`config.mk`:
```
export PLATFORM = sky130hd
export DESIGN_NAME = wave_capture_ctrl
export DESIGN_NICKNAME = d
export VERILOG_FILES = /design/src/rtl/wave_capture_ctrl.sv
export SDC_FILE = /design/constraint.sdc
export NUM_CORES = 1
export LEC_CHECK = 0
export BUFFER_PORTS_ARGS = -buffer_cell sky130_fd_sc_hd__buf_4
export CELL_PAD_IN_SITES_DETAIL_PLACEMENT = 0
export CELL_PAD_IN_SITES_GLOBAL_PLACEMENT = 1
export CORE_MARGIN = 5
export CORE_UTILIZATION = 36
export CTS_CLUSTER_SIZE = 30
export DETAILED_ROUTE_END_ITERATION = 12
export GPL_TIMING_DRIVEN = 0
export PLACE_DENSITY = 0.82
export SLEW_MARGIN = 20
export SYNTH_ARGS = -nofsm -noshare
export SYNTH_HDL_FRONTEND = slang
export SYNTH_SLANG_ARGS = --single-unit
```
`constraint.sdc`:
```
create_clock -name clk -period 1.85 [get_ports clk]
set_clock_uncertainty 0.2 [all_clocks]
set_input_delay 0.2775 -clock clk [delete_from_list [all_inputs] [get_ports clk]]
set_output_delay 0.2775 -clock clk [all_outputs]
set_load 0.05 [all_outputs]
```
`src/rtl/wave_capture_ctrl.sv`:
```
`default_nettype none
// ============================================================================
//  Module      : wave_capture_ctrl
//  Description : Captures 256 offset-binary samples into the half of a
//                double-buffered sample RAM that the display is not reading.
//                Capture starts on a negative-to-non-negative zero crossing,
//                or is forced after ARM_TIMEOUT samples without one.
//  Revision    : 1.0 - initial release
// ============================================================================
module wave_capture_ctrl #(
    parameter int ARM_TIMEOUT = 1024
) (
    input  logic        clk,
    input  logic        reset,
    input  logic        new_sample_ready,
    input  logic [15:0] new_sample_in,
    input  logic        wave_display_idle,
    output logic [8:0]  write_address,
    output logic        write_enable,
    output logic [7:0]  write_sample,
    output logic        read_index
);

    localparam int                 c_ARM_W    = $clog2(ARM_TIMEOUT) + 1;
    localparam logic [c_ARM_W-1:0] c_ARM_LAST = c_ARM_W'(ARM_TIMEOUT - 1);
    localparam logic [c_ARM_W-1:0] c_ARM_ONE  = c_ARM_W'(1);

    typedef enum logic [1:0] {
        ST_ARMED  = 2'd0,
        ST_ACTIVE = 2'd1,
        ST_WAIT   = 2'd2
    } state_t;

    state_t               r_state;
    state_t               w_state_next;
    logic [15:0]          r_prev_sample;
    logic [c_ARM_W-1:0]   r_arm_count;
    logic [c_ARM_W-1:0]   w_arm_count_next;
    logic [7:0]           r_sample_count;
    logic [7:0]           w_sample_count_next;
    logic                 r_read_index;
    logic                 w_read_index_next;
    logic                 w_do_write;
    logic [7:0]           w_index;
    logic                 w_trigger;
    logic [8:0]           r_write_address;
    logic                 r_write_enable;
    logic [7:0]           r_write_sample;

    // Rising zero crossing: previous sample negative, current non-negative.
    assign w_trigger = new_sample_ready & r_prev_sample[15] & ~new_sample_in[15];

    // Next-state, counter and write-request decode.
    always_comb begin
        w_state_next        = r_state;
        w_arm_count_next    = r_arm_count;
        w_sample_count_next = r_sample_count;
        w_read_index_next   = r_read_index;
        w_do_write          = 1'b0;
        w_index             = r_sample_count;
        case (r_state)
            ST_ARMED: begin
                if (new_sample_ready) begin
                    if (w_trigger || (r_arm_count == c_ARM_LAST)) begin
                        w_do_write          = 1'b1;
                        w_index             = 8'd0;
                        w_sample_count_next = 8'd1;
                        w_arm_count_next    = '0;
                        w_state_next        = ST_ACTIVE;
                    end else begin
                        w_arm_count_next = r_arm_count + c_ARM_ONE;
                    end
                end
            end
            ST_ACTIVE: begin
                if (new_sample_ready) begin
                    w_do_write          = 1'b1;
                    w_index             = r_sample_count;
                    // Incrementing past 255 wraps to 0 as the capture ends.
                    w_sample_count_next = r_sample_count + 8'd1;
                    if (r_sample_count == 8'hFF) begin
                        w_state_next = ST_WAIT;
                    end
                end
            end
            ST_WAIT: begin
                // Swap buffers only here, so no write is ever in flight.
                if (wave_display_idle) begin
                    w_read_index_next = ~r_read_index;
                    w_arm_count_next  = '0;
                    w_state_next      = ST_ARMED;
                end
            end
            default: begin
                w_arm_count_next = '0;
                w_state_next     = ST_ARMED;
            end
        endcase
    end

    // State, counters, sample history and registered RAM write port.
    always_ff @(posedge clk) begin
        if (reset) begin
            r_state         <= ST_ARMED;
            r_prev_sample   <= 16'd0;
            r_arm_count     <= '0;
            r_sample_count  <= 8'd0;
            r_read_index    <= 1'b0;
            r_write_enable  <= 1'b0;
            r_write_address <= 9'd0;
            r_write_sample  <= 8'd0;
        end else begin
            r_state        <= w_state_next;
            r_arm_count    <= w_arm_count_next;
            r_sample_count <= w_sample_count_next;
            r_read_index   <= w_read_index_next;
            r_write_enable <= w_do_write;
            if (new_sample_ready) begin
                r_prev_sample <= new_sample_in;
            end
            if (w_do_write) begin
                r_write_address <= {~r_read_index, w_index};
                r_write_sample  <= {~new_sample_in[15], new_sample_in[14:8]};
            end
        end
    end

    assign write_address = r_write_address;
    assign write_enable  = r_write_enable;
    assign write_sample  = r_write_sample;
    assign read_index    = r_read_index;

endmodule
`default_nettype wire
```
After elaboration in Yosys (flattened, before gate mapping)
Cells that the tools add are included.
{"block": "totals", "regBits": 56, "inputBits": 20, "out_inout_bits": 19, "word_cells": 52}
{"block": "op_classes", "add_sub_neg": 2, "eq_ne": 9, "muxes": 21, "bitwise": 5, "n_reduce_logical": 7}
{"op": "2-to-1 mux 8 bit", "n": 6}
{"op": "2-to-1 mux 11 bit", "n": 3}
{"op": "one-hot mux 11 bit (3 select lines)", "n": 1}
{"op": "one-hot mux 8 bit (2 select lines)", "n": 1}
{"op": "adder 11 x 1 -> 11 bit (second input constant)", "n": 1}
{"op": "== test 11 x 10 -> 1 bit (second input constant)", "n": 1}
{"op": "2-to-1 mux 2 bit", "n": 5}
{"op": "inequality test 2 bit (second input constant)", "n": 5}
{"op": "adder 8 x 1 -> 8 bit (second input constant)", "n": 1}
{"op": "== test 8 bit (second input constant)", "n": 1}
{"op": "one-hot mux 2 bit (3 select lines)", "n": 1}
{"op": "AND reduction 5 bit", "n": 1}
{"op": "AND reduction 4 bit", "n": 1}
{"op": "2-to-1 mux 1 bit", "n": 3}
{"op": "NOT 1 bit", "n": 3}
{"op": "AND reduction 3 bit", "n": 1}
{"op": "bitwise AND 1 bit", "n": 2}
{"op": "== test 2 x 1 -> 1 bit (second input constant)", "n": 1}
{"op": "== test 2 bit (second input constant)", "n": 1}
{"op": "zero test 2 bit", "n": 1}
{"op": "one-hot mux 1 bit (2 select lines)", "n": 1}
{"op": "AND reduction 2 bit", "n": 1}
{"op": "nonzero test 2 bit", "n": 1}
{"op": "logical OR 1 bit", "n": 1}

Depth between registers and ports, before layout
{"block": "depth", "depth_word": 6, "ltp_mapped": 7, "depth_no_buf": 5}

Worst setup path after synthesis
Ideal clock, no wire load.
{"block": "synth_path", "path_kind": "register to register", "from": "reg r_arm_count[0]", "to": "reg r_sample_count[3]", "setup_time_ps": 71, "arrival_ps": 1622, "t_required_ps": 1579, "path_slack_ps": -42, "path_stages_with_launch": 6, "n_path_buf": 0, "synth_period_minus_slack_ps": 1892, "cell_sequence": "dfxtp_1 > ha_1 > nand4b_1 > o311a_4 > or4_1 > a21oi_1"}
{"block": "synth_between", "elab_chain_len": 4}
{"element": "start: declaration", "line": "37", "text": "logic [c_ARM_W-1:0] r_arm_count;"}
{"element": "start signal: assignment", "line": "114", "text": "r_arm_count <= w_arm_count_next;"}
{"element": "== test 11 x 10 -> 1 bit", "line": "64", "text": "if (w_trigger || (r_arm_count == c_ARM_LAST)) begin"}
{"element": "logical OR 1 bit", "line": "64"}
{"element": "inequality test 2 bit (no line)"}
{"element": "AND reduction 4 bit (no line)"}
{"element": "end signal: assignment", "line": "115", "text": "r_sample_count <= w_sample_count_next;"}
{"element": "end: declaration", "line": "39", "text": "logic [7:0] r_sample_count;"}
No other way between the ends.
A chain may end at the register's enable or synchronous reset.

Final worst setup path
{"block": "layout_path", "from": "reg r_arm_count[0]", "to": "reg r_sample_count[2]"}
The elaborated chain is that of the path after synthesis.

==> flow_summary.json <==
{
  "final_cell_mix": "36 x dfxtp_1, 32 x buf_4, 22 x a21oi_1, 16 x nand3_1, 12 x nand2_1",
  "rsz0062_at_grt": "true",
  "relSlewSlack_pct": 65.1,
  "crit_path_start_kind": "flip-flop",
  "use_met3_pct": 3.51,
  "grt_pass1_wl_mm": 7.39,
  "dpl.hpwl_mm": 3.07,
  "slew_viol_final": 0,
  "timing.fmax_mhz": 513,
  "slowest_delay_ns": 0.43,
  "yosys.area.top_type": "dfxtp_1",
  "yosys.area.top_type_share_pct": 44.4,
  "critPathSlowestCell": "or4_4",
  "tightest_slew_ns": 0.524,
  "layout.nets": 281,
  "die-area_mm2": 0.00666,
  "vias": 1771,
  "viasPerCell": 5.37,
  "pre_cts_ws_ns": -0.212,
  "clockRootBuffer": "clkbuf_8",
  "cts.htree.levels": 2,
  "powerDensity_mw_per_mm2": 693,
  "arrival_ns": 1.98,
  "core_mm2": 0.00504,
  "violations": "setup timing",
  "power.combinational.fraction_pct": 13.2,
  "design_area_mm2": 0.00259,
  "synth-edff-count": 0,
  "start_util_pct": 36.6,
  "n_antenna_cell": 0,
  "reg2regPathDepth": 6,
  "final_common_cell": "dfxtp_1",
  "power_frac_clock_pct": 35.6,
  "pwr-share-seq_pct": 51.2,
  "ys_top_cells_by_area": "dfxtp_1 44%, a21oi_1 6.8%, o21ai_0 5.1%, xnor2_1 4.7%, nand3_1 4.3%",
  "cts_buffers": 5,
  "fin_cells": 330,
  "grt_usage_pct": 14.4,
  "grt_pass1_vias": 1606,
  "antenna_found_initial": 0,
  "gr-total-overflow": 0,
  "clkSlewWorstSetupHoldPaths_ns": 0.08,
  "die_y_um": 81.6,
  "synth_flop_cell": "dfxtp_1",
  "drc": 0,
  "syn_area_per_cell_um2": 8.63,
  "tritoncts": "done",
  "synthArstFlopShare_pct": 0,
  "synth-seq-cells": 41,
  "numPlacedInstances": 313,
  "drt_pass1_iterations": 4,
  "drt_iter0_drc": 97,
  "p_int_w": 0.00134,
  "postRouteAntennaNets": 0,
  "nFillCells": 479,
  "synth_fp_nets": 236,
  "ir_worst_vdd_mv": 0.544,
  "outcome": "complete, but fails checks",
  "io_pins": 39,
  "numPortBuffers": 29,
  "synth_cells": 214,
  "grt_max_degree": 13,
  "cp.buffers_inverters": 1,
  "period_needed_ns": 1.95,
  "crit_fanout": 5,
  "wire_per_inst_um": 14.2,
  "ff_latch_area_um2": 832,
  "cp_top_family": "simple AND/OR/NAND/NOR gates",
  "yosysUniqueCellTypes": 36,
  "timing.final.ws_setup_ns": -0.0978,
  "path_class": "flip-flop to flip-flop",
  "ys_seq_area_share_pct": 44.4,
  "busiest_layer": "met2",
  "critPathRequiredTime_ns": 1.88,
  "clockBufferDepth": 2,
  "hold_viol_final": 0,
  "maxCapViolCount": 0,
  "setup_viol": 31,
  "holdPathStages": 3,
  "hold-worst-slack_ns": 0.0356,
  "switching_share_pct": 25.0,
  "postPlaceCellArea_mm2": 0.00217,
  "fin_util_pct": 51.3,
  "leakagePower_nw": 0.891,
  "die_x_um": 81.6,
  "rows": 26,
  "syn_area_mm2": 0.00185,
  "met2_usage_pct": 23.0,
  "clk_latency_ns": 0.29,
  "finalWeightedCongestion": 0.785,
  "endpoint_kind": "flip-flop",
  "use_met1_pct": 18.1,
  "finalCritPeriodShare_pct": 105,
  "synth_warnings": 0,
  "hold_path_class": "input pin to flip-flop",
  "drive_gt1_share_pct": 34.2,
  "multi_input_area_mm2": 0.00112,
  "switching_power_w": 0.000449,
  "path_depth": 6,
  "cts.sinks": 41,
  "crit_chain": "ha_4 -> nand4b_1 -> buf_6 -> o311a_4 -> or4_4 -> a21oi_2",
  "area_growth_pct": 40.2,
  "wirelength_mm": 4.70
}
stage by stage:
step	power, W	TNS (ns)
2_1_floorplan	0.00104	0
3_3_place_gp	0.00110	-4.67
3_5_place_dp	0.00110	-4.70
4_1_cts	0.00179	-0.587
5_1_grt	0.00188	-4.00
6_report	0.00179	-1.35
routing by layer:
layer	wire [µm]	vias up	share of wire, %
li1	-	869	-
met1	2110	852	45
met2	2320	43	49
met3	203	7	4.3
met4	72	0	1.5
met5	0	-	0
cells by family (layout without fill, tap and decap cells):
family / count (synthesis) / after routing / share of synthesized area (%)
flip-flops: 41 / 41 / 44.4
AND/OR/NAND/NOR: 66 / 66 / 18.8
AO/OA/AOI/OAI: 68 / 69 / 23.6
XOR/XNOR: 11 / 11 / 5.22
multiplexers: 3 / 3 / 1.63
buffers and inverters: 23 / 68 / 5.01
adder cells (fa/ha/maj): 2 / 2 / 1.35
worst reg2reg max path, cell delays in order (launching register included):
cell and delay, ns:
dfxtp_4 0.36, ha_4 0.14, nand4b_1 0.10, buf_6 0.15
o311a_4 0.39, or4_4 0.43, a21oi_2 0.12
final cells by class:
cell class              instances  share of cell area, %
multi-input cells             151                   43.4
repair buffers                 38                   12.0
well taps                      70                   3.38
flip-flops and latches         41                   32.1
clock inverters                 1                  0.193
clock buffers                   7                   3.72
inverters                       8                   1.16
plain buffers                  14                   4.01
power groups by stage:
stage	registers [W]	clock network [W]	logic, W
final	0.000918	0.000638	0.000236
after global routing	0.000921	0.000706	0.000258
after CTS	0.000918	0.000661	0.000209
after detailed placement	0.000943	0	0.000161
after global placement	0.000942	0	0.000159
after floorplan	0.000958	0	0.0000870
synthesized netlist by cell type (all sizes together), types with 2 or more instances:
master and count:
a2111oi 2, a211oi 5, a21boi 2, a21oi 25, and3 2, buf 4
clkbuf 11, dfxtp 41, ha 2, inv 8, mux2i 3, nand2 13
nand2b 2, nand3 16, nand4 2, nand4b 2, nor2 16, nor3 3
nor4 2, o211ai 4, o21a 2, o21ai 19, o31ai 4, or3 2
or4 4, xnor2 10
what timing repair did:
item / CTS / global route
pin swaps: 7 / 18
cloned: 1 / 1
endpoints found under the hold margin: 0 / 0
hold buffers: 0 / 0
resized for setup: 33 / 47
buffers inserted: 7 / 1
endpoints found under the setup margin: 36 / 37
sequential cells by signal (all words and copies together), names as in the netlist:
| signal | flops |
|---|---|
| read_index | 1 |
| write_address | 9 |
| r_arm_count | 11 |
| write_sample | 8 |
| r_prev_sample | 1 |
| write_enable | 1 |
| r_state | 2 |
| r_sample_count | 8 |
final timing paths:
check	endpoint	start	slack [ns]
min reg2reg	write_sample[5]$_SDFFE_PP0P_	write_sample[5]$_SDFFE_PP0P_	0.27
max	r_sample_count[2]$_SDFFE_PP0P_	r_arm_count[0]$_SDFFE_PP0P_	-0.1
max reg2reg	r_sample_count[2]$_SDFFE_PP0P_	r_arm_count[0]$_SDFFE_PP0P_	-0.1
min	r_prev_sample[15]$_SDFFE_PP0P_	new_sample_in[15]	0.04
(Power assumes the default switching activity.)
